`src/rtl/uart_tx.sv`:
```
// UART transmitter: start bit, DATA_W data bits LSB first, even parity, stop bit(s).
// Define UART_TX_TWO_STOP_EN to send two stop bits instead of one.
module uart_tx #(
  parameter int OVERSAMPLE = 16,
  parameter int DATA_W     = 8
) (
  input  logic              clk,
  input  logic              reset,
  input  logic [DATA_W-1:0] TxData,
  input  logic              valid_tx,
  output logic              ready_tx,
  output logic              TxD,
  output logic              busy,
  output logic              tx_done
);

  localparam int CNT_W = (OVERSAMPLE > 1) ? $clog2(OVERSAMPLE) : 1;
  localparam int IDX_W = (DATA_W > 2) ? $clog2(DATA_W) : 1;
`ifdef UART_TX_TWO_STOP_EN
  localparam int STOP_BITS = 2;
`else
  localparam int STOP_BITS = 1;
`endif
  localparam logic [CNT_W-1:0] CNT_LAST  = CNT_W'(OVERSAMPLE - 1);
  localparam logic [IDX_W-1:0] DATA_LAST = IDX_W'(DATA_W - 1);
  localparam logic [IDX_W-1:0] STOP_LAST = IDX_W'(STOP_BITS - 1);

  typedef enum logic [2:0] {
    ST_IDLE   = 3'd0,
    ST_START  = 3'd1,
    ST_DATA   = 3'd2,
    ST_PARITY = 3'd3,
    ST_STOP   = 3'd4
  } state_t;

  function automatic logic even_parity(input logic [DATA_W-1:0] d);
    return ^d;
  endfunction

  state_t              state_r, state_s;
  logic [CNT_W-1:0]    cnt_r, cnt_s;
  logic [IDX_W-1:0]    idx_r, idx_s;
  logic [DATA_W-1:0]   shift_r, shift_s;
  logic                parity_r, parity_s;
  logic                bit_end_s, txd_s, done_s;

  // Next-state, counters and datapath; outputs are derived from the next state so they register cleanly
  always_comb begin
    state_s   = state_r;
    cnt_s     = cnt_r;
    idx_s     = idx_r;
    shift_s   = shift_r;
    parity_s  = parity_r;
    bit_end_s = (cnt_r == CNT_LAST);
    case (state_r)
      ST_IDLE: begin
        cnt_s = {CNT_W{1'b0}};
        idx_s = {IDX_W{1'b0}};
        if (valid_tx && ready_tx) begin
          shift_s  = TxData;
          parity_s = even_parity(TxData);
          state_s  = ST_START;
        end else begin
          state_s  = ST_IDLE;
        end
      end
      ST_START: begin
        if (bit_end_s) begin
          cnt_s   = {CNT_W{1'b0}};
          idx_s   = {IDX_W{1'b0}};
          state_s = ST_DATA;
        end else begin
          cnt_s   = cnt_r + CNT_W'(1'b1);
        end
      end
      ST_DATA: begin
        if (bit_end_s) begin
          cnt_s   = {CNT_W{1'b0}};
          shift_s = {1'b0, shift_r[DATA_W-1:1]};
          if (idx_r == DATA_LAST) begin
            idx_s   = {IDX_W{1'b0}};
            state_s = ST_PARITY;
          end else begin
            idx_s   = idx_r + IDX_W'(1'b1);
          end
        end else begin
          cnt_s = cnt_r + CNT_W'(1'b1);
        end
      end
      ST_PARITY: begin
        if (bit_end_s) begin
          cnt_s   = {CNT_W{1'b0}};
          idx_s   = {IDX_W{1'b0}};
          state_s = ST_STOP;
        end else begin
          cnt_s   = cnt_r + CNT_W'(1'b1);
        end
      end
      ST_STOP: begin
        if (bit_end_s) begin
          cnt_s = {CNT_W{1'b0}};
          if (idx_r == STOP_LAST) begin
            idx_s   = {IDX_W{1'b0}};
            state_s = ST_IDLE;
          end else begin
            idx_s   = idx_r + IDX_W'(1'b1);
          end
        end else begin
          cnt_s = cnt_r + CNT_W'(1'b1);
        end
      end
      default: begin
        state_s = ST_IDLE;
        cnt_s   = {CNT_W{1'b0}};
        idx_s   = {IDX_W{1'b0}};
      end
    endcase

    case (state_s)
      ST_IDLE:   txd_s = 1'b1;
      ST_START:  txd_s = 1'b0;
      ST_DATA:   txd_s = shift_s[0];
      ST_PARITY: txd_s = parity_s;
      ST_STOP:   txd_s = 1'b1;
      default:   txd_s = 1'b1;
    endcase
    done_s = (state_s == ST_STOP) && (cnt_s == CNT_LAST) && (idx_s == STOP_LAST);
  end

  // State, datapath and registered line/handshake outputs
  always_ff @(posedge clk or negedge reset) begin
    if (!reset) begin
      state_r  <= ST_IDLE;
      cnt_r    <= {CNT_W{1'b0}};
      idx_r    <= {IDX_W{1'b0}};
      shift_r  <= {DATA_W{1'b0}};
      parity_r <= 1'b0;
      TxD      <= 1'b1;
      ready_tx <= 1'b1;
      busy     <= 1'b0;
      tx_done  <= 1'b0;
    end else begin
      state_r  <= state_s;
      cnt_r    <= cnt_s;
      idx_r    <= idx_s;
      shift_r  <= shift_s;
      parity_r <= parity_s;
      TxD      <= txd_s;
      ready_tx <= (state_s == ST_IDLE);
      busy     <= (state_s != ST_IDLE);
      tx_done  <= done_s;
    end
  end

endmodule

```
`config.mk`:
```
export PLATFORM = sky130hd
export DESIGN_NAME = uart_tx
export DESIGN_NICKNAME = d
export VERILOG_FILES = /design/src/rtl/uart_tx.sv
export SDC_FILE = /design/constraint.sdc
export NUM_CORES = 1
export LEC_CHECK = 0
export ABC_CLOCK_PERIOD_IN_PS = 2300
export BUFFER_PORTS_ARGS = -buffer_cell sky130_fd_sc_hd__buf_4
export CORE_MARGIN = 1.5
export CORE_UTILIZATION = 30
export DETAILED_ROUTE_END_ITERATION = 8
export PLACE_DENSITY_LB_ADDON = 0.08
export SYNTH_ARGS = -nofsm -noshare
export SYNTH_HDL_FRONTEND = slang
export SYNTH_SLANG_ARGS = --single-unit
```
`constraint.sdc`:
```
create_clock -name clk -period 2.3 [get_ports clk]
set_input_delay 0.345 -clock clk [delete_from_list [all_inputs] [get_ports clk]]
set_output_delay 0.345 -clock clk [all_outputs]
set_load 0.03 [all_outputs]
```
After elaboration in Yosys (flattened, before gate mapping)
Cells that the tools add are included.
Widths: inputs -> output; s select.

storage, ports and cells
  register bits = 23
  output and inout port bits = 4
  word-level logic and storage cells = 60

cells by class
  add/sub/neg operators = 2
  eq/ne operators = 13
  mux-type cells = 22
  reduce and logical (&&, ||, !) cells = 13

operator list
  kind                 count
  $mux 3               11
  $mux 8               2
  $pmux 8 s2           1
  $pmux 3 s5           1
  $eq 3x2->1 const B   4
  $logic_not 3->1      4
  $eq 3x3->1 const B   3
  $pmux 3 s3           1
  $eq 4x4->1 const B   2
  $mux 4               2
  $reduce_xor 8->1     1
  $eq 3x1->1 const B   2
  $add 4x1->4 const B  1
  $ne 2x2->1 const B   2
  $reduce_or 4->1      1
  $add 3x1->3 const B  1
  $logic_and 1x1->1    3
  $mux 1               3
  $pmux 1 s3           1
  $reduce_and 3->1     1
  $reduce_bool 3->1    1
  $reduce_bool 2->1    1
  $reduce_or 2->1      1

Logic depth before layout (Yosys ltp)
  word-level depth = 7
  mapped depth = 7
  gate-level depth less buffers = 7

Worst setup path after synthesis
OpenSTA, ideal clock, no wires.

  kind = flip-flop to flip-flop
  start point = reg cnt_r[0]
  end point = reg TxD
  library setup time = 77 ps
  arrival time = 1550 ps
  data required time = 2223 ps
  slack = 673 ps
  stages on the path, launching flop included = 8
  path buffers = 1
  period minus slack after synthesis = 1627 ps
  path through = dfrtp_1 ha_1 and3_1 buf_6 a22oi_4 a22o_1 nor3_1 o22ai_1

RTL lines
  item                    line  source
  from (decl)             41    logic [CNT_W-1:0] cnt_r, cnt_s;
  from (signal assigned)  134   cnt_r <= {CNT_W{1'b0}};
  from (signal assigned)  144   cnt_r <= cnt_s;
  $eq 4x4->1              54    bit_end_s = (cnt_r == CNT_LAST);
  $mux 8                  77    if (bit_end_s) begin
  $pmux 8 s2              55    case (state_r)
  via shift_s[0]          43    logic [DATA_W-1:0] shift_r, shift_s;
  $pmux 1 s3              119   case (state_s)
  via txd_s               45    logic bit_end_s, txd_s, done_s;
  to (signal assigned)    148   TxD <= txd_s;
  to (decl)               12    output logic TxD,

The timed path passes the listed nets, and every way through them passes these cells. The select of a mux whose other input is x is not followed.
A chain may end at the register's enable or synchronous reset.

Final worst setup path
Ends and elaborated chain as after synthesis.

==> out/qor.yml <==
logic_synthesis:
  synthMuxAreaShare: 0.007913
  ys_warn_count: 0
  async_flop_share: 1.000
  synth-compound-area-share: 0.1503
  ys_seq_area_frac: 0.4570
  synth.avg_cell_area_sq_um: 10.20
  synth-seq-cells: 23
  synthAdderAreaFrac: 0.03956
  synth-xor-area-share: 0.06924
  synth_nets: 139
  ys.flop_type: "dfrtp_1"
  synth-edff-count: 0
  netlist_instances: 124
  syn_area_sq_mm: 0.001265
  synth_top_family_by_area: "simple AND/OR/NAND/NOR gates"
  synth_cell_types: 38
  yosys.area_share.simple: 0.2186
detailed_routing:
  drt_iter0_markers: 29
  dr_total_vias: 906
  wl_per_cell_um: 13.88
  drt-vias-per-instance: 4.819
  ant_nets: 0
  drt_first_pass_iters: 4
  route.detailed.drc: 0
  drt-total-wl_um: 2610
cells_and_area:
  syn2layout_area_growth_pct: 14.24
  nets: 154
  drive_above_1_share: 0.2029
  post-route-util: 0.3587
  diodes: 0
  nFillCells: 429
floorplan:
  core.rowCount: 23
  initial_core_util: 0.3140
  core_sq_mm: 0.004029
  die_h_um: 67.94
  dieArea_sq_mm: 0.004615
  ioPinCount: 15
  die_w_um: 67.94
setup_path:
  crit_path_end_kind: "flip-flop"
  critPathMaxFanout: 8
  startpoint_type: "flip-flop"
  cp.arrival_ns: 2.13
  required_ns: 2.49
  critPathMaxStageDelay_ns: 0.48
  cpMaxStageDelayCell: "and3_1"
  critPathKind: "reg -> reg"
  worstPathCellList: "ha_1, and3_1, a22oi_4, a22o_1, nor3_1, o22ai_1"
timing:
  slew_viol_final: 0
  tightest_slew_ns: 0.6031
  finalSetupViolations: 0
  hold_viol: 0
  setup_ws_ns: 0.3639
  min_period_over_period: 0.8418
  period_needed_ns: 1.936
  relSlewSlack: 0.5966
  setup_tns_ns: 0
  fmax_mhz: 516.5
  clock_skew_ns: 0.004127
  grt_setup_unrepaired: "false"
placed_design:
  port_buffers: 14
  dpl.hpwl_um: 1912
  dp_slack_ns: 0.3729
  routabilityCongestion: 0.7399
cts:
  root_buffer: "clkbuf_8"
  cts_buffers: 3
  path_clk_slew_ns: 0.09
  post_cts_resized: 0
  cts.path.max_buffers: 2
  clk_latency_ns: 0.27
  htreeDepth: 1
  cts_tree: "built"
  clock_sinks: 23
power:
  powerDensity_mw_per_mm2: 492.2
  vdd_drop_max_mv: 0.2450
  p_leak_nw: 0.6921
grt:
  grt_overflow: 0
  grt_pass1_vias: 899
  grt_first_pass_wirelength_um: 4450
  grt_max_degree: 24
  grt_antenna_before_repair: 0
  grtUsageTotal: 0.1306
min_path:
  hp-class: "in -> reg"
run:
  max-cap-violations: 0
outcome:
  status: "finished clean"
cells in the final DEF (no fill, tap or decap), drive strengths merged, types with 4 or more instances in the layout:
master / Yosys / routed
dfrtp: 21 / 21
nand2: 18 / 18
buf: 5 / 14
nor2: 11 / 11
xnor2: 9 / 9
inv: 8 / 8
a22oi: 8 / 8
a21oi: 6 / 6
nor3: 5 / 5
ha: 4 / 4
nand3: 4 / 4
clkbuf: 0 / 4
kinds of logic after synthesis:
| logic type | Yosys count |
|---|---|
| AO/OA/AOI/OAI | 23 |
| multiplexers | 1 |
| flip-flops | 23 |
| buffers and inverters | 13 |
| adder cells (fa/ha/maj) | 4 |
| AND/OR/NAND/NOR | 50 |
| XOR/XNOR | 10 |
power by group:
| group | total (mW) | internal (mW) | switching (mW) |
|---|---|---|---|
| clock | 0.259 | 0.124 | 0.135 |
| combinational | 0.0480 | 0.0257 | 0.0224 |
| sequential | 0.404 | 0.404 | 0 |
| total | 0.711 | 0.554 | 0.158 |
Yosys cell counts (all sizes together) (2+ instances only):
library cell | instances | area (sq um)
a21oi | 6 | 33.78
a22o | 2 | 17.52
a22oi | 8 | 73.82
and2 | 2 | 12.51
buf | 5 | 42.53
dfrtp | 21 | 525.5
dfstp | 2 | 52.55
ha | 4 | 50.05
inv | 8 | 30.03
nand2 | 18 | 67.56
nand2b | 2 | 12.51
nand3 | 4 | 32.53
nor2 | 11 | 48.80
nor3 | 5 | 35.03
nor3b | 3 | 27.52
o21ai | 2 | 10.00
xnor2 | 9 | 78.83
critical path, delay by kind of cell, from the launching register on:
kind            cells  cell delay, ns
fa+ha+maj           1            0.27
compound gates      3            0.55
simple gates        2            0.62
flops               1            0.42
layout make-up:
cell class	instances	area (sq um)	share of cell area
timing repair buffer	15	115.1	0.07965
multi-input combinational	88	614.3	0.4251
inverter	8	30.03	0.02078
sequential	23	578.1	0.4000
clock buffer	4	45.04	0.03117
tap	50	62.56	0.04329
timing repair:
action,in CTS,in global routing
setup buffers,0,0
hold endpoints to repair,21,0
hold buffers,1,0
flip-flops by register name (all words and copies together), names as in the netlist:
name      flops
ready_tx      1
parity_r      1
state_r       3
shift_r       8
cnt_r         4
idx_r         3
tx_done       1
TxD           1
busy          1
final timing paths:
check	from	to	slack (ns)	cells after the start
hold reg to reg	shift_r[1]	shift_r[1]	0.48	2
max in group asynchronous	reset	TxD	1.51	2
setup / recovery	cnt_r[0]	TxD	0.36	6
setup reg to reg	cnt_r[0]	TxD	0.36	6
hold / removal	TxData[7]	shift_r[7]	0.32	2
min in group asynchronous	reset	cnt_r[1]	0.50	2
per-stage QoR:
stage / power [mW] / instance area [sq um] / hold WS (ns) / instances
after CTS: 0.7218 / 1445 / 0.3187 / 188
after global placement: 0.4597 / 1390 / 0.2596 / 183
after global routing: 0.7416 / 1445 / 0.3226 / 188
after detailed placement: 0.4601 / 1390 / 0.2614 / 183
after floorplan: 0.4329 / 1265 / 0.04941 / 124
final: 0.7113 / 1445 / 0.3239 / 188
per-layer routing:
layer,part of all wire,vias up,global-route usage
met5,0,-,0
met4,0.012,0,0.04500
met3,0.030,4,0.02632
met2,0.44,14,0.1942
met1,0.52,435,0.1879
li1,-,453,-
Power figures use the tool's default switching activity.
